$ cat config.mk
export PLATFORM = sky130hd
export DESIGN_NAME = cla_mp_sequencer
export DESIGN_NICKNAME = d
export VERILOG_FILES = /design/src/rtl/cla_mp_sequencer_pkg.sv /design/src/rtl/cla_mp_sequencer_cla.sv /design/src/rtl/cla_mp_sequencer.sv
export SDC_FILE = /design/constraint.sdc
export NUM_CORES = 1
export LEC_CHECK = 0
export ABC_CLOCK_PERIOD_IN_PS = 14020
export CAP_MARGIN = 5
export CORE_MARGIN = 8
export CORE_UTILIZATION = 40
export CTS_CLUSTER_SIZE = 25
export DETAILED_ROUTE_END_ITERATION = 6
export MAX_ROUTING_LAYER = met4
export PLACE_DENSITY = 0.65
export SLEW_MARGIN = 10
export SYNTH_ARGS = -nofsm -noshare
export SYNTH_HDL_FRONTEND = slang
export SYNTH_SLANG_ARGS = --single-unit
export TNS_END_PERCENT = 10
$ cat constraint.sdc
create_clock -name clk -period 14.02 [get_ports clk]
set_clock_uncertainty 0.15 [all_clocks]
set_input_delay 2.804 -clock clk [delete_from_list [all_inputs] [get_ports clk]]
set_output_delay 2.804 -clock clk [all_outputs]
set_load 0.05 [all_outputs]
$ cat src/rtl/cla_mp_sequencer_pkg.sv
// Shared types and the 4-bit lookahead helper for the multi-precision add/subtract sequencer.
package cla_seq_pkg;

    localparam int WORD_W = 32;

    typedef enum logic [1:0] {
        S_IDLE = 2'd0,
        S_RUN  = 2'd1,
        S_DONE = 2'd2
    } seq_state_t;

    typedef enum logic {
        OP_ADD = 1'b0,
        OP_SUB = 1'b1
    } seq_op_t;

    // Returns {group_generate, group_propagate, c3, c2, c1} for one 4-bit lookahead cell.
    function automatic logic [4:0] cla4(input logic [3:0] g, input logic [3:0] p, input logic c0);
        logic c1;
        logic c2;
        logic c3;
        logic gg;
        logic gp;
        c1 = g[0] | (p[0] & c0);
        c2 = g[1] | (p[1] & g[0]) | (p[1] & p[0] & c0);
        c3 = g[2] | (p[2] & g[1]) | (p[2] & p[1] & g[0]) | (p[2] & p[1] & p[0] & c0);
        gg = g[3] | (p[3] & g[2]) | (p[3] & p[2] & g[1]) | (p[3] & p[2] & p[1] & g[0]);
        gp = &p;
        return {gg, gp, c3, c2, c1};
    endfunction

endpackage

$ cat src/rtl/cla_mp_sequencer_cla.sv
// Purely combinational 32-bit two-level carry-lookahead adder shared by the sequencer.
module cla_mp_sequencer_cla
    import cla_seq_pkg::*;
(
    input  logic [WORD_W-1:0] a,
    input  logic [WORD_W-1:0] b,
    input  logic              carry_cin,
    output logic [WORD_W-1:0] sum_cla,
    output logic              carry_cla
);

    localparam int NUM_GRP = WORD_W / 4;

    logic [WORD_W-1:0]  g_s;
    logic [WORD_W-1:0]  p_s;
    logic [WORD_W-1:0]  c_s;
    logic [NUM_GRP-1:0] grp_g_s;
    logic [NUM_GRP-1:0] grp_p_s;
    logic [NUM_GRP-1:0] grp_c_s;
    logic [4:0]         cell_s;
    logic [4:0]         lo_s;
    logic [4:0]         hi_s;
    logic               mid_c_s;

    // Bit g/p, group g/p, then a second lookahead level over two blocks of four groups.
    always_comb begin
        g_s     = a & b;
        p_s     = a ^ b;
        grp_g_s = '0;
        grp_p_s = '0;
        c_s     = '0;
        cell_s  = '0;
        for (int j = 0; j < NUM_GRP; j++) begin
            cell_s     = cla4(g_s[4*j +: 4], p_s[4*j +: 4], 1'b0);
            grp_g_s[j] = cell_s[4];
            grp_p_s[j] = cell_s[3];
        end
        lo_s    = cla4(grp_g_s[3:0], grp_p_s[3:0], carry_cin);
        mid_c_s = lo_s[4] | (lo_s[3] & carry_cin);
        hi_s    = cla4(grp_g_s[7:4], grp_p_s[7:4], mid_c_s);
        grp_c_s = {hi_s[2:0], mid_c_s, lo_s[2:0], carry_cin};
        for (int j = 0; j < NUM_GRP; j++) begin
            cell_s          = cla4(g_s[4*j +: 4], p_s[4*j +: 4], grp_c_s[j]);
            c_s[4*j +: 4]   = {cell_s[2:0], grp_c_s[j]};
        end
        sum_cla   = p_s ^ c_s;
        carry_cla = hi_s[4] | (hi_s[3] & mid_c_s);
    end

endmodule

$ cat src/rtl/cla_mp_sequencer.sv
// Wide add/subtract that walks one 32-bit CLA across NUM_WORDS words, LSW first, one word per clock.
module cla_mp_sequencer
    import cla_seq_pkg::*;
#(
    parameter int NUM_WORDS = 4,
    parameter int WORD_W    = 32
) (
    input  logic                        clk,
    input  logic                        rst_n,
    input  logic                        req_valid,
    output logic                        req_ready,
    input  logic                        req_op,
    input  logic [WORD_W*NUM_WORDS-1:0] req_a,
    input  logic [WORD_W*NUM_WORDS-1:0] req_b,
    output logic                        resp_valid,
    input  logic                        resp_ready,
    output logic [WORD_W*NUM_WORDS-1:0] resp_result,
    output logic                        resp_carry,
    output logic                        resp_overflow,
    output logic                        resp_zero,
    output logic                        busy
);

    localparam int IDX_W = (NUM_WORDS > 1) ? $clog2(NUM_WORDS) : 1;
    localparam logic [IDX_W-1:0] LAST_IDX = IDX_W'(NUM_WORDS - 1);

    seq_state_t        state_r;
    seq_op_t           op_r;
    logic [IDX_W-1:0]  idx_r;
    logic              carry_r;
    logic [WORD_W-1:0] a_r      [NUM_WORDS];
    logic [WORD_W-1:0] b_r      [NUM_WORDS];
    logic [WORD_W-1:0] result_r [NUM_WORDS];

    logic [WORD_W-1:0] a_word_s;
    logic [WORD_W-1:0] b_mod_s;
    logic [WORD_W-1:0] sum_s;
    logic              carry_s;
    logic              other_nz_s;
    logic              zero_s;
    logic              overflow_s;

    // Word-select mux; subtract feeds the inverted b word with carry-in 1 from the accept.
    always_comb begin
        a_word_s = a_r[idx_r];
        b_mod_s  = b_r[idx_r] ^ {WORD_W{op_r == OP_SUB}};
    end

    cla_mp_sequencer_cla u_cla (
        .a         (a_word_s),
        .b         (b_mod_s),
        .carry_cin (carry_r),
        .sum_cla   (sum_s),
        .carry_cla (carry_s)
    );

    // Zero must include the word being written this cycle, not its stale register copy.
    always_comb begin
        other_nz_s = 1'b0;
        for (int k = 0; k < NUM_WORDS; k++) begin
            if (IDX_W'(k) != idx_r) begin
                other_nz_s = other_nz_s | (|result_r[k]);
            end else begin
                other_nz_s = other_nz_s;
            end
        end
        zero_s     = ~(other_nz_s | (|sum_s));
        overflow_s = (a_word_s[WORD_W-1] == b_mod_s[WORD_W-1]) &&
                     (sum_s[WORD_W-1] != a_word_s[WORD_W-1]);
    end

    // Flatten the result words onto the response bus.
    always_comb begin
        resp_result = '0;
        for (int k = 0; k < NUM_WORDS; k++) begin
            resp_result[k*WORD_W +: WORD_W] = result_r[k];
        end
    end

    // Sequencer FSM, operand capture, word write-back and flag capture.
    always_ff @(posedge clk or negedge rst_n) begin
        if (!rst_n) begin
            state_r       <= S_IDLE;
            op_r          <= OP_ADD;
            idx_r         <= '0;
            carry_r       <= 1'b0;
            req_ready     <= 1'b1;
            resp_valid    <= 1'b0;
            resp_carry    <= 1'b0;
            resp_overflow <= 1'b0;
            resp_zero     <= 1'b0;
            busy          <= 1'b0;
            for (int k = 0; k < NUM_WORDS; k++) begin
                a_r[k]      <= '0;
                b_r[k]      <= '0;
                result_r[k] <= '0;
            end
        end else begin
            case (state_r)
                S_IDLE: begin
                    if (req_valid && req_ready) begin
                        for (int k = 0; k < NUM_WORDS; k++) begin
                            a_r[k] <= req_a[k*WORD_W +: WORD_W];
                            b_r[k] <= req_b[k*WORD_W +: WORD_W];
                        end
                        op_r      <= seq_op_t'(req_op);
                        idx_r     <= '0;
                        carry_r   <= req_op;
                        req_ready <= 1'b0;
                        busy      <= 1'b1;
                        state_r   <= S_RUN;
                    end
                end
                S_RUN: begin
                    result_r[idx_r] <= sum_s;
                    carry_r         <= carry_s;
                    if (idx_r == LAST_IDX) begin
                        idx_r         <= '0;
                        resp_carry    <= carry_s;
                        resp_overflow <= overflow_s;
                        resp_zero     <= zero_s;
                        resp_valid    <= 1'b1;
                        state_r       <= S_DONE;
                    end else begin
                        idx_r <= idx_r + IDX_W'(1);
                    end
                end
                S_DONE: begin
                    if (resp_ready) begin
                        resp_valid <= 1'b0;
                        busy       <= 1'b0;
                        req_ready  <= 1'b1;
                        state_r    <= S_IDLE;
                    end
                end
                default: begin
                    resp_valid <= 1'b0;
                    busy       <= 1'b0;
                    req_ready  <= 1'b1;
                    state_r    <= S_IDLE;
                end
            endcase
        end
    end

endmodule

Yosys cells after proc, flatten, opt, wreduce, memory -nomap -nowiden --
Index checks and enable logic that the tools add are counted.
Storage, ports and cells: output and inout bits 134, latch bits 0, bits in read-only memories 0, input port bits 261, flip-flop bits (word level) 396, bits in writable memories 0, memories 0, word-level logic and storage cells 339
Cells by class: div/mod/pow operators 0, $lt $le $gt $ge 2, reductions and logical operators 27, $mul 0, shift operators 0, muxes and demuxes 30, bitwise logic cells 246, $add $sub $neg 1, equal/unequal tests 11
Operators with widths (count):
- 32-bit 2-to-1 mux | 5
- 32-bit OR reduction | 5
- 1-bit AND | 142
- 32-bit binary-select mux with 2-bit select | 2
- 128-bit bitwise mux | 1
- 1-bit bitwise OR | 96
- 32-bit XOR | 3
- 32-bit demux with 2-bit select | 1
- 32-bit AND | 1
- 16-bit AND reduction | 2
- 4-bit AND reduction | 8
- 1-bit 2-to-1 mux | 10
- 2-bit 2-to-1 mux | 5
- 1-bit case mux with 3 select lines | 3
- 3-bit AND reduction | 3
- 2-bit inequality test, second input constant | 3
- 2-bit case mux with 3 select lines | 1
- 2-bit AND reduction | 3
- 2-bit == test, second input constant | 2
- 2-bit inequality test, first input constant | 2
- 2-bit case mux with 2 select lines | 1
- 2-bit nonzero test | 2
- 3-bit >= comparator, second input constant | 1
- 1-bit logical AND | 3
- 10 further kinds | 12

Depth between registers and ports, before layout --
Gate-level depths: netlist (run 1).
depth in word-level cells 23, mapped depth 22, depth with buffers taken out 19

Cells and area by module --
A second synthesis (run 1) with hierarchy kept.
Unflattened totals: cell total of the unflattened synthesis 1742, area total of the unflattened synthesis 18555.3 µm²
By module, submodules not included:
- cla_mp_sequencer | instances 1, seq. area each 9910.8 µm², area an instance 17140.2 µm², cells each 1571
- cla_mp_sequencer_cla | instances 1, seq. area each 0.0 µm², area an instance 1415.1 µm², cells each 171

Worst setup path after synthesis (run 1) --
Ideal clock, no wire load.
path type register to register, start register idx_r[0], end register resp_zero, library setup time 0.076 ns, clock period less this slack 5.468 ns, slack 8.552 ns, path buffers 4, arrival 5.242 ns, cell stages (with the launch flop) 23, required time 13.794 ns, cells stage by stage dfrtp_1 > clkbuf_1 > buf_2 > buf_2 > buf_2 > mux4_2 > ha_1 > a211oi_2 > o21bai_2 > nand3_2 > a2111oi_4 > o2111ai_2 > nor2_1 > nor2_1 > fa_1 > xor2_1 > nand4_1 > nor4_1 > nand2_1 > nor4_1 > and4b_1 > nand4_1 > o21ai_1
On the way: cells in the longest elaborated chain, start to end 23, elaborated cells on any way between the ends 251, those cells by class eq/ne: 4; mux: 10; bitwise: 226; reduce/logical: 11
RTL lines:
- start: declaration | line cla_mp_sequencer.sv:29 | logic [IDX_W-1:0] idx_r;
- start signal: assignment | line cla_mp_sequencer.sv:125 | idx_r <= idx_r + IDX_W'(1);
- 2-bit NOT with 3-bit output (not written as such) | line cla_mp_sequencer.sv:45, cla_mp_sequencer.sv:46
- 32-bit binary-select mux with 2-bit select | line cla_mp_sequencer.sv:46 | b_mod_s = b_r[idx_r] ^ {WORD_W{op_r == OP_SUB}};
- 32-bit 2-to-1 mux (not written as such) (2 in a row) | line cla_mp_sequencer.sv:46
- 32-bit XOR | line cla_mp_sequencer.sv:46
- 32-bit XOR or 32-bit AND (tied branches) | line cla_mp_sequencer_cla.sv:28, cla_mp_sequencer_cla.sv:27
- 1-bit AND | line cla_mp_sequencer_pkg.sv:27 | gg = g[3] | (p[3] & g[2]) | (p[3] & p[2] & g[1]) | (p[3] & p[2] & p[1] & g[0]);
- 1-bit bitwise OR or 1-bit AND (tied branches) (2 in a row)
- 1-bit bitwise OR
- [5 not listed]
- 1-bit AND (on tied branches) | line cla_mp_sequencer_pkg.sv:24, cla_mp_sequencer_pkg.sv:25, cla_mp_sequencer_pkg.sv:26
- 1-bit bitwise OR (on tied branches) | line cla_mp_sequencer_pkg.sv:24, cla_mp_sequencer_pkg.sv:25, cla_mp_sequencer_pkg.sv:26
- 1-bit AND (on tied branches) | line cla_mp_sequencer_pkg.sv:24, cla_mp_sequencer_pkg.sv:25, cla_mp_sequencer_pkg.sv:26
- 1-bit bitwise OR (on tied branches) | line cla_mp_sequencer_pkg.sv:24, cla_mp_sequencer_pkg.sv:25, cla_mp_sequencer_pkg.sv:26
- 32-bit XOR | line cla_mp_sequencer_cla.sv:46 | sum_cla = p_s ^ c_s;
- 32-bit OR reduction | line cla_mp_sequencer.sv:67 | zero_s = ~(other_nz_s | (|sum_s));
- 1-bit bitwise OR | line cla_mp_sequencer.sv:67
- 1-bit NOT | line cla_mp_sequencer.sv:67
- end signal: assignment | line cla_mp_sequencer.sv:121 | resp_zero <= zero_s;
- end: declaration | line cla_mp_sequencer.sv:20 | output logic resp_zero,
Several ways; a longest one is shown, not always the timed one. The select of a mux whose other input is x is not followed. A chain may end at the register's enable or synchronous reset.

Worst setup path in the final report (run 1) --
Ends and elaborated chain as after synthesis.

==> tab_implementation.tex, run 1 <==
\begin{tabular}{lr}
\hline
Metric & Value \\
\hline
\multicolumn{2}{l}{\textbf{Critical path}} \\
\quad Start point of the critical path & idx\_r[0]\$\_DFFE\_PN0P\_ \\
\quad Endpoint class of the critical path & flip-flop \\
\quad Worst path cell trace & buf\_4 > mux4\_2 > xor2\_1 > ha\_1 > nand2\_1 > nor2\_1 > nand3\_2 > a2111oi\_4 > o2111ai\_2 > nor2\_1 > nor2\_1 > fa\_1 > xor2\_1 > nand4\_1 > nor4\_1 > nand2\_1 > nor4\_1 > and4b\_1 > nand4\_1 > o21ai\_1 \\
\quad WS Path Type & reg2reg \\
\quad Worst Path Arrival & 6850 ps \\
\quad Type of origin of the critical path & flip-flop \\
\quad Worst path slowest cell & dfrtp\_4 \\
\quad Top fanout value on the critical path & 37 \\
\quad Worst reg-to-reg setup slack & 7510 ps \\
\quad Worst path max stage delay & 930 ps \\
\quad Worst path most repeated cell & nor2\_1 \\
\quad Worst path required time & 14,360 ps \\
\quad Source of the worst register-to-register timing path & idx\_r[0]\$\_DFFE\_PN0P\_ \\
\multicolumn{2}{l}{\textbf{STA}} \\
\quad Slew at the pin closest to its max-slew limit & 1130 ps \\
\quad RSZ-0062 raised after global routing & no \\
\quad Final critical delay including setup and external delays & 6510 ps \\
\quad Number of setup violations in the final report & 0 \\
\quad Final count of pins violating max slew & 0 \\
\quad Sum of negative setup slack & 0 ps \\
\quad Highest attainable clock frequency & 0.154 GHz \\
\quad Worst-case headroom to the max-slew limit & 24.6\% \\
\quad Ratio of final minimum period to clock period & 46.4\% \\
\quad Number of hold-slack violations in the final timing report & 0 \\
\multicolumn{2}{l}{\textbf{Drt}} \\
\quad Detailed-route via count & 14,636 \\
\quad Wire length per cell after detailed routing & 20.6 µm \\
\quad Via-to-Cell Ratio & 5.10 \\
\quad DR pass1 iterations & 5 \\
\quad Antenna violation net count after detailed routing & 0 \\
\quad Final routed DRC violation total & 0 \\
\quad Final routed wirelength across all metal layers & 58,900 µm \\
\quad Initial DRC Count & 1,303 \\
\multicolumn{2}{l}{\textbf{Clocking}} \\
\quad Number of hold-repair buffers added at the cts stage & 0 \\
\quad Post-CTS Setup Repair Bufs & 0 \\
\quad Clock slew at reported path FFs & 60 ps \\
\quad Clock tree from TritonCTS & done \\
\quad Clk Latency, worst-skew pair & 580 ps \\
\quad Buffer levels on the longest clock path & 3 \\
\quad Number of levels the H-tree was split into & 2 \\
\quad \# clock sinks & 396 \\
\quad Clock Root Buffer & clkbuf\_16 \\
\quad Total clock buffers created by CTS & 43 \\
\quad Post-cts repair resize count & 0 \\
\multicolumn{2}{l}{\textbf{Floorplanning}} \\
\quad Die area & 52,300 µm² \\
\quad Area of the core & 45,000 µm² \\
\quad Site row count & 78 \\
\quad Boundary pin count & 395 \\
\quad DIE WIDTH & 229 µm \\
\quad Initial Utilization & 40.2\% \\
\quad Die H & 229 µm \\
\multicolumn{2}{l}{\textbf{Global route}} \\
\quad Global-route wire length before repair & 90,500 µm \\
\quad Global route total overflow & 0 \\
\quad Via count of the first global-routing pass & 15,351 \\
\quad Largest net degree at the start of global routing & 259 \\
\quad Antenna violations before repair & 1 \\
\quad Global router's overall resource usage & 22.9\% \\
\multicolumn{2}{l}{\textbf{Run status}} \\
\quad Status & finished, final reports clean \\
\multicolumn{2}{l}{\textbf{Synth}} \\
\quad Fraction of registers with async set or reset after synthesis & 100\% \\
\quad Top cells by area in the synthesized netlist & dfrtp\_1 (55\%), nand2\_1 (19\%), mux4\_2 (8.0\%) \\
\quad Multiplexer fraction of the synthesized cell area & 8.21\% \\
\quad Average cell area after synthesis & 9.59 µm² \\
\quad Adder-Cell Fraction of Synth Area & 3.37\% \\
\quad Basic-gate share of the synthesized area counting and, or, nand and nor cells & 21.8\% \\
\quad Combinational family with the most area after synthesis & simple AND/OR/NAND/NOR gates \\
\quad Count of mapped cells out of synthesis & 1,888 \\
\quad Synthesis warning total & 0 \\
\quad Cell area after technology mapping & 18,100 µm² \\
\quad Synth Register Bits & 396 \\
\quad Post-synthesis compound-gate area fraction & 6.45\% \\
\quad Post-synth EDFFs & 0 \\
\quad Top flip-flop cell by instance count after synthesis & dfrtp\_1 \\
\quad Share of the synthesized area in the top cell type & 54.6\% \\
\quad Xor/xnor cell area share of the yosys netlist & 2.75\% \\
\quad Sequential cell area fraction in the yosys report & 54.7\% \\
\quad Net count after synthesis & 2,193 \\
\quad Cell type with the largest total area after synthesis & dfrtp\_1 \\
\quad Number of library cell types mapped by synthesis & 57 \\
\multicolumn{2}{l}{\textbf{Placed design}} \\
\quad Post-DP HPWL & 44,200 µm \\
\quad Port bufs & 394 \\
\quad Routability congestion estimate & 0.880 \\
\multicolumn{2}{l}{\textbf{Finish}} \\
\quad Nets@finish & 2,540 \\
\quad Area added between synthesis and finish & 32.3\% \\
\quad Sequential cell area & 9920 µm² \\
\quad Filler Cell Count & 4,085 \\
\quad Combined area of the multi-input logic cells & 7730 µm² \\
\quad Layout cells sized above 1 & 7.72\% \\
\multicolumn{2}{l}{\textbf{Worst hold path}} \\
\quad Worst hold-check path type & reg2reg \\
\quad Launch point of the worst hold path & a\_r[21]\$\_DFFE\_PN0P\_ \\
\multicolumn{2}{l}{\textbf{Job}} \\
\quad Number of maximum-capacitance constraint violations & 0 \\
\hline
\end{tabular}
==> critical path, delay by kind of cell (launching register included) <==
kind | cells | cell delay [ps]
and+or+nand+nor | 11 | 1860
DFF | 1 | 930
AOI/OAI and AO/OA | 3 | 890
adders and majority gates | 2 | 820
buffers and inverters | 1 | 670
muxes | 1 | 590
xor gates and xnor gates | 2 | 480
==> logic make-up (layout without fill, tap and decap cells) <==
group           after synthesis  count (layout)
xor+xnor                     56              56
simple gates               1005            1005
compound gates              193             193
buf+inv                     126             505
mux                          68              68
other cells                   0               1
fa+ha+maj                    44              44
flops                       396             396
==> final timing paths <==
check / to / cells after the start
max: resp_zero$_DFFE_PN0P_ / 20
min: a_r[21]$_DFFE_PN0P_ / 2
max reg2reg: resp_zero$_DFFE_PN0P_ / 20
min reg2reg: a_r[21]$_DFFE_PN0P_ / 2
max in group asynchronous: a_r[115]$_DFFE_PN0P_ / 3
min in group asynchronous: resp_result[14]$_DFFE_PN0P_ / 1
==> area by class of cell <==
type,count,share of cell area (%)
multi-input combinational,1366,32.3
timing repair buffer,404,16.9
clock buffer,63,5.39
inverter,24,0.376
clock inverter,14,0.507
tap,600,3.13
sequential,396,41.4
antenna,1,0.0104
==> registers in the layout (all words and copies together) (netlist names) <==
register / flops
req_ready: 1
a_r: 128
resp_valid: 1
resp_zero: 1
resp_carry: 1
state_r: 2
b_r: 128
idx_r: 2
op_r: 1
busy: 1
resp_overflow: 1
carry_r: 1
resp_result: 128
==> layout by cell type (no fill, tap or decap), types with 10 or more instances in the layout <==
| cell | count |
|---|---|
| a21o_1 | 10 |
| a21oi_1 | 16 |
| clkbuf_16 | 43 |
| clkbuf_8 | 14 |
| clkdlybuf4s50_1 | 393 |
| dfrtp_1 | 392 |
| ha_1 | 36 |
| inv_1 | 24 |
| mux4_2 | 64 |
| nand2_1 | 917 |
| nand4_1 | 13 |
| nor2_1 | 19 |
| nor4_1 | 26 |
| o21ai_0 | 134 |
| xor2_1 | 47 |
==> Yosys cell counts, types with 2 or more instances <==
master / count
and2_1: 4
o21ai_0: 134
nand2b_1: 4
o21ai_1: 2
o31ai_1: 3
a21oi_1: 16
mux2_2: 4
nor3_1: 4
inv_1: 24
nand2_1: 918
a31oi_1: 3
clkbuf_1: 90
o211ai_1: 2
dfrtp_1: 395
a2111o_1: 2
buf_1: 7
nor2_1: 19
nor2b_1: 2
xnor2_1: 8
nand3_1: 3
a21o_1: 10
ha_1: 36
buf_2: 5
nor4_1: 26
fa_1: 8
nand2_2: 3
o21bai_1: 3
a21oi_2: 3
xor2_1: 47
mux4_2: 64
nand4_1: 13
==> per-stage QoR <==
step	setup slack, ps	cell area, µm²	hold WS (ps)	util (%)	cells
3_5_place_dp	7540	22500	308	50.1	2790
3_3_place_gp	7590	22500	303	50.1	2790
6_report	7510	24000	323	53.2	2868
5_1_grt	6880	24000	340	53.2	2868
4_1_cts	7510	23900	324	53.2	2867
2_1_floorplan	8550	18100	290	-	1888
==> metal layers <==
layer,GRT usage [%],share of wire [%],up-vias
li1,-,-,6889
met2,37.3,48,496
met4,6.64,2.6,0
met5,-,0,-
met1,29.3,43,7171
met3,4.03,5.9,80
Power of run 1 is left out: the tool's default activity adds up to more than one toggle a clock period on the data nets, which glitch-free logic cannot reach.
==> run 2: changes to the inputs <==
ABC_CLOCK_PERIOD_IN_PS = 5700   (was 14020)
PLACE_DENSITY = 0.67   (was 0.65)
clock period = 5.7 ns   (was 14.02 ns; I/O delays follow)
==> run 2 against run 1 <==
Critical path depth is the same. Setup slack got worse by 7100 ps. Flip-flop and latch count is the same. Via count up 0.81%. Final cell count rose by 0.73%. Clock-buffer cell count grew 1. Core utilization increased by 0.44 points. Worst hold slack lost 1.9 ps. Fmax is 23% higher. Sequential share of layout area down 0.34 points. Critical endpoint unchanged.
==> tab_implementation.tex, run 2 (same netlist as run 1, synthesis figures left out) <==
\begin{tabular}{lr}
\hline
Metric & Value \\
\hline
\multicolumn{2}{l}{\textbf{Global route}} \\
\quad Global router's overall resource usage & 22.9\% (-0.046 points) \\
\quad Antenna violations before repair & 4 (+3) \\
\quad Via count of the first global-routing pass & 15,356 (+0.033\%) \\
\quad Largest net degree at the start of global routing & 259 (unchanged) \\
\quad Global route total overflow & 0 (unchanged) \\
\quad Global-route wire length before repair & 90,600 µm (+0.17\%) \\
\multicolumn{2}{l}{\textbf{STA}} \\
\quad Final count of pins violating max slew & 0 (unchanged) \\
\quad Number of hold-slack violations in the final timing report & 0 (unchanged) \\
\quad Highest attainable clock frequency & 0.189 GHz (+23\%) \\
\quad Number of setup violations in the final report & 0 (unchanged) \\
\quad Worst-case headroom to the max-slew limit & 29.7\% (+5.1 points) \\
\quad RSZ-0062 raised after global routing & no \\
\quad Worst setup slack after layout & 400 ps (-7110 ps) \\
\quad Slew at the pin closest to its max-slew limit & 1050 ps (-79.7 ps) \\
\quad Final critical delay including setup and external delays & 5300 ps (-1210 ps) \\
\quad Sum of negative setup slack & 0 ps (unchanged) \\
\quad Ratio of final minimum period to clock period & 93.0\% (+47 points) \\
\multicolumn{2}{l}{\textbf{Worst hold path}} \\
\quad Launch point of the worst hold path & b\_r[113]\$\_DFFE\_PN0P\_ \\
\quad Worst hold-check path type & reg2reg \\
\multicolumn{2}{l}{\textbf{Drt}} \\
\quad Antenna violation net count after detailed routing & 0 (unchanged) \\
\quad DR pass1 iterations & 5 (unchanged) \\
\quad Final routed wirelength across all metal layers & 59,400 µm (+0.68\%) \\
\quad Via-to-Cell Ratio & 5.11 (about the same) \\
\quad Wire length per cell after detailed routing & 20.5 µm (about the same) \\
\quad Detailed-route via count & 14,754 (+0.81\%) \\
\quad Initial DRC Count & 1,306 (+0.23\%) \\
\quad Final routed DRC violation total & 0 (unchanged) \\
\multicolumn{2}{l}{\textbf{Critical path}} \\
\quad Worst reg-to-reg setup slack & 400 ps (-7110 ps) \\
\quad Endpoint class of the critical path & flip-flop \\
\quad Worst Path Arrival & 5640 ps (-1210 ps) \\
\quad Start point of the critical path & idx\_r[0]\$\_DFFE\_PN0P\_ \\
\quad Source of the worst register-to-register timing path & idx\_r[0]\$\_DFFE\_PN0P\_ \\
\quad R2r worst-path depth & 20 (unchanged) \\
\quad FF-to-FF End & resp\_zero\$\_DFFE\_PN0P\_ \\
\quad Capturing instance or port of the critical path & resp\_zero\$\_DFFE\_PN0P\_ \\
\quad Type of origin of the critical path & flip-flop \\
\quad WS Path Type & reg2reg \\
\quad Top fanout value on the critical path & 6 (-84\%) \\
\quad Worst path required time & 6050 ps (-8310 ps) \\
\multicolumn{2}{l}{\textbf{Clocking}} \\
\quad \# clock sinks & 396 (unchanged) \\
\quad Clock tree from TritonCTS & done \\
\quad Buffer levels on the longest clock path & 3 (unchanged) \\
\quad Number of levels the H-tree was split into & 2 (unchanged) \\
\quad Clk Latency, worst-skew pair & 570 ps (about the same) \\
\quad Total clock buffers created by CTS & 43 (unchanged) \\
\quad Clock slew at reported path FFs & 60 ps (about the same) \\
\quad Clock Root Buffer & clkbuf\_16 \\
\quad Number of hold-repair buffers added at the cts stage & 0 (unchanged) \\
\multicolumn{2}{l}{\textbf{Finish}} \\
\quad Area added between synthesis and finish & 33.4\% \\
\quad Layout cells sized above 1 & 8.32\% (+0.60 points) \\
\quad Leading cell type in the layout, fill and taps excluded & nand2\_1 \\
\quad Nets@finish & 2,560 (+0.79\%) \\
\quad Most frequent cells in the layout & nand2\_1 (917), clkdlybuf4s50\_1 (393), dfrtp\_1 (392) \\
\quad Filler Cell Count & 4,064 (-0.51\%) \\
\multicolumn{2}{l}{\textbf{Floorplanning}} \\
\quad DIE WIDTH & 229 µm (unchanged) \\
\quad Initial Utilization & 40.2\% (unchanged) \\
\quad Die H & 229 µm (unchanged) \\
\quad Die area & 52,300 µm² (unchanged) \\
\quad Boundary pin count & 395 (unchanged) \\
\quad Area of the core & 45,000 µm² (unchanged) \\
\quad Site row count & 78 (unchanged) \\
\multicolumn{2}{l}{\textbf{Run status}} \\
\quad Status & finished, final reports clean \\
\multicolumn{2}{l}{\textbf{Placed design}} \\
\quad Port bufs & 394 (unchanged) \\
\quad Routability congestion estimate & 0.899 (+2.1\%) \\
\quad Post-DP HPWL & 45,100 µm (+2.2\%) \\
\quad Worst-case setup slack after placement & 215 ps (-7330 ps) \\
\multicolumn{2}{l}{\textbf{Job}} \\
\quad Number of maximum-capacitance constraint violations & 0 (unchanged) \\
\hline
\end{tabular}
## run 2: area by class of cell
class / count / area [µm²] / share of cell area [%]
Antenna cell: 5 / 12.5 / 0.0518
Clock buffer: 64 / 1250 / 5.16
Clock inverter: 10 / 125 / 0.518
Inverter: 24 / 90.1 / 0.373
Multi-Input combinational cell: 1366 / 7760 / 32.1
Sequential cell: 396 / 9920 / 41.1
Tap cell: 600 / 751 / 3.11
Timing Repair Buffer: 424 / 4250 / 17.6
## run 2: worst min path at each step
stage / end / slack (ps) / depth (start not counted)
after floorplan: a_r[32]$_DFFE_PN0P_ / 290 / 2
after global routing: a_r[124]$_DFFE_PN0P_ / 340 / 2
after CTS: a_r[74]$_DFFE_PN0P_ / 330 / 2
final: b_r[113]$_DFFE_PN0P_ / 320 / 2
after detailed placement: b_r[118]$_DFFE_PN0P_ / 310 / 2
after global placement: a_r[123]$_DFFE_PN0P_ / 300 / 2
## run 2: timing repair
item                       in CTS  in global routing
gates resized for setup         0                  9
setup endpoints to repair       0                  1
setup buffers                   0                  7
## run 2: metal layers
layer  vias to the layer above  part of all wire [%]  global-route usage [%]
met4                         0                   3.0                    7.08
met3                        88                   6.6                    4.67
met5                         -                     0                       -
met2                       531                    49                    37.3
met1                      7219                    42                    28.6
li1                       6916                     -                       -
## run 2: metrics by stage
step	hold slack, ps	instances	area (µm²)	util (%)
floorplan	290	1888	18100	-
global placement	304	2803	22700	50.4
detailed placement	310	2803	22700	50.4
CTS	325	2877	24000	53.4
global route	337	2889	24200	53.7
finish	321	2889	24200	53.7
## run 2: worst max-delay path, cell delays in order (launching register included)
cell and delay (ps):
dfrtp_4 480, buf_2 210, buf_4 140, mux4_2 490, xor2_1 160, ha_1 360, nand2_1 130, nor2_4 180
a21oi_2 140, a2111oi_4 480, o2111ai_2 230, nor2_2 190, nor2_1 110, fa_2 630, nand4b_1 120, nor4_2 260
nand2_1 80, nor4_1 170, and4b_1 210, nand4_1 100, o21ai_1 200
Power of run 2 is left out for the same reason.
==> run 3: changes to the inputs <==
CORE_UTILIZATION = 46   (was 40)
CTS_CLUSTER_SIZE = default   (was 25)
PLACE_DENSITY = 0.76   (was 0.67)
==> run 3 against run 2 <==
Flip-flop and latch count is the same. First-iteration DRC count is 6.2% lower. Critical endpoint unchanged. Final cell count fell by 2.9%. Highest routed layer unchanged. Design area is 0.15% lower. Die area fell by 12%. Core utilization rose by 8.6 points. Fmax up 0.14%. Clock-buffer cell count decreased by 6. Non-clock buffer count shrank 1. Wire length fell by 3.1%. Critical path type unchanged. Critical path depth unchanged. Worst hold slack got worse by 1.5 ps.
==> tab_implementation.tex, run 3 (same netlist as run 1, synthesis figures left out) <==
\begin{tabular}{lr}
\hline
Metric & Value \\
\hline
\multicolumn{2}{l}{\textbf{STA}} \\
\quad Slew at the pin closest to its max-slew limit & 1100 ps (+47.4 ps) \\
\quad Final critical delay including setup and external delays & 5290 ps (-7.18 ps) \\
\quad Number of hold-slack violations in the final timing report & 0 (unchanged) \\
\quad Sum of negative setup slack & 0 ps (unchanged) \\
\quad Hold Worst Slack & 319 ps (-1.48 ps) \\
\quad Highest attainable clock frequency & 0.189 GHz (+0.14\%) \\
\quad RSZ-0062 raised after global routing & no \\
\quad Ratio of final minimum period to clock period & 92.9\% (-0.13 points) \\
\quad Worst-case headroom to the max-slew limit & 26.8\% (-3.0 points) \\
\quad Number of setup violations in the final report & 0 (unchanged) \\
\quad Final count of pins violating max slew & 0 (unchanged) \\
\multicolumn{2}{l}{\textbf{Global route}} \\
\quad Global router's overall resource usage & 25.2\% (+2.3 points) \\
\quad Global route total overflow & 0 (unchanged) \\
\quad Via count of the first global-routing pass & 15,700 (+2.2\%) \\
\quad Antenna violations before repair & 6 (+2) \\
\quad Largest net degree at the start of global routing & 259 (unchanged) \\
\quad Global-route wire length before repair & 89,200 µm (-1.6\%) \\
\multicolumn{2}{l}{\textbf{Finish}} \\
\quad Most frequent cells in the layout & nand2\_1 (917), clkdlybuf4s50\_1 (393), dfrtp\_1 (392) \\
\quad Final Cell Area & 24,100 µm² (-0.15\%) \\
\quad Nets@finish & 2,559 (-0.039\%) \\
\quad Leading cell type in the layout, fill and taps excluded & nand2\_1 \\
\quad Layout cells sized above 1 & 8.28\% (-0.040 points) \\
\quad Area added between synthesis and finish & 33.2\% \\
\quad Layout Cells excl Fill & 2,806 (-2.9\%) \\
\multicolumn{2}{l}{\textbf{Drt}} \\
\quad Wire length per cell after detailed routing & 20.5 µm (-0.23\%) \\
\quad DR pass1 iterations & 5 (unchanged) \\
\quad Via-to-Cell Ratio & 5.31 (+3.9\%) \\
\quad Antenna violation net count after detailed routing & 0 (unchanged) \\
\quad Initial DRC Count & 1,225 (-6.2\%) \\
\quad Final routed DRC violation total & 0 (unchanged) \\
\quad Final routed wirelength across all metal layers & 57,500 µm (-3.1\%) \\
\quad Detailed-route via count & 14,896 (+0.96\%) \\
\multicolumn{2}{l}{\textbf{Placed design}} \\
\quad Port bufs & 394 (unchanged) \\
\quad Post-placement cell count & 2,720 (-3.0\%) \\
\quad Routability congestion estimate & 0.887 (-1.3\%) \\
\quad Instance area after placement & 22,600 µm² (-0.49\%) \\
\quad Post-DP HPWL & 43,300 µm (-4.2\%) \\
\multicolumn{2}{l}{\textbf{Clocking}} \\
\quad Clock slew at reported path FFs & 60 ps (about the same) \\
\quad Number of levels the H-tree was split into & 2 (unchanged) \\
\quad Buffer levels on the longest clock path & 3 (unchanged) \\
\quad Total clock buffers created by CTS & 43 (unchanged) \\
\quad Clock tree from TritonCTS & done \\
\quad \# clock sinks & 396 (unchanged) \\
\quad Number of hold-repair buffers added at the cts stage & 0 (unchanged) \\
\quad Clock Root Buffer & clkbuf\_16 \\
\quad Clk Latency, worst-skew pair & 530 ps (-40 ps) \\
\multicolumn{2}{l}{\textbf{Job}} \\
\quad Number of maximum-capacitance constraint violations & 0 (unchanged) \\
\multicolumn{2}{l}{\textbf{Critical path}} \\
\quad Worst Path Arrival & 5590 ps (-50 ps) \\
\quad Type of origin of the critical path & flip-flop \\
\quad WS Path Type & reg2reg \\
\quad Crit path max-delay family & simple AND/OR/NAND/NOR gates \\
\quad WP depth & 20 (unchanged) \\
\quad Top fanout value on the critical path & 5 (-1) \\
\quad R2r worst-path depth & 20 (unchanged) \\
\quad Worst path most repeated cell & nor2\_1 \\
\quad Worst path slowest cell & mux4\_2 \\
\quad Worst path required time & 6000 ps (-50 ps) \\
\quad Critical path buffers and inverters & 1 (-1) \\
\quad Endpoint class of the critical path & flip-flop \\
\quad Worst path cell trace & buf\_4 > mux4\_2 > xor2\_1 > ha\_1 > nand2\_1 > nor2\_1 > nand3\_2 > a2111oi\_4 > o2111ai\_2 > nor2\_1 > nor2\_1 > fa\_1 > xor2\_2 > nand4\_1 > nor4\_1 > nand2\_1 > nor4\_1 > and4b\_1 > nand4\_1 > o21ai\_1 \\
\quad Worst path max stage delay & 530 ps (-100 ps) \\
\multicolumn{2}{l}{\textbf{Floorplanning}} \\
\quad Die area & 46,000 µm² (-12\%) \\
\quad Site row count & 72 (-7.7\%) \\
\quad Area of the core & 38,700 µm² (-14\%) \\
\quad Boundary pin count & 395 (unchanged) \\
\quad DIE WIDTH & 214 µm (-6.3\%) \\
\quad Initial Utilization & 46.7\% (+6.5 points) \\
\quad Die H & 214 µm (-6.3\%) \\
\multicolumn{2}{l}{\textbf{Worst hold path}} \\
\quad Cell count of the worst hold path & 2 (unchanged) \\
\quad Worst hold-check path type & reg2reg \\
\multicolumn{2}{l}{\textbf{Run status}} \\
\quad Status & finished, final reports clean \\
\hline
\end{tabular}
-- run 3: per-layer routing --
layer / wire length [µm] / vias to the layer above / track usage, % / part of all wire [%]
met5: 0 / - / - / 0
met4: 2070 / 0 / 8.66 / 3.6
met3: 3830 / 119 / 4.96 / 6.7
met1: 23200 / 7283 / 30.9 / 40
li1: - / 6920 / - / -
met2: 28400 / 574 / 41.7 / 49
-- run 3: path summary, 6_finish.rpt --
kind / to / from / slack, ps
worst min-delay path: a_r[16]$_DFFE_PN0P_ / a_r[16]$_DFFE_PN0P_ / 320
max in group asynchronous: resp_result[7]$_DFFE_PN0P_ / rst_n / 3750
worst min register to register: a_r[16]$_DFFE_PN0P_ / a_r[16]$_DFFE_PN0P_ / 320
worst max-delay path: resp_zero$_DFFE_PN0P_ / idx_r[0]$_DFFE_PN0P_ / 410
worst max register to register: resp_zero$_DFFE_PN0P_ / idx_r[0]$_DFFE_PN0P_ / 410
min in group asynchronous: resp_result[73]$_DFFE_PN0P_ / rst_n / 370
-- run 3: worst register-to-register path, cell delays in order, from the launching register on --
cell and delay, ps:
dfrtp_4 450, buf_4 180, mux4_2 530, xor2_1 170
ha_1 360, nand2_1 100, nor2_1 220, nand3_2 190
a2111oi_4 420, o2111ai_2 210, nor2_1 230, nor2_1 120
fa_1 470, xor2_2 230, nand4_1 120, nor4_1 320
nand2_1 90, nor4_1 170, and4b_1 210, nand4_1 90
o21ai_1 170
-- run 3: cell type report --
type                    count  area (µm²)
multi-input cells        1366        7730
fillers                  3175       14600
clock inverters            16         268
diodes                      5        12.5
flip-flops and latches    396        9920
clock buffers              58        1190
repair buffers            423        4250
inverters                  24        90.1
well taps                 518         648
-- run 3: stage by stage --
stage                     worst slack (ps)  util [%]
after floorplan                        232         -
after CTS                              203      62.1
after global placement                 104      58.2
after global routing                  16.8      62.3
final                                  408      62.3
after detailed placement             -2.98      58.2
-- run 3: repair_timing --
| item | 4_1_cts | 5_1_grt |
|---|---|---|
| endpoints found under the hold margin | 0 | 0 |
| endpoints found under the setup margin | 1 | 1 |
| pin swaps | 0 | 1 |
| buffers inserted | 5 | 2 |
| resized for setup | 0 | 1 |
Power of run 3 is left out for the same reason.
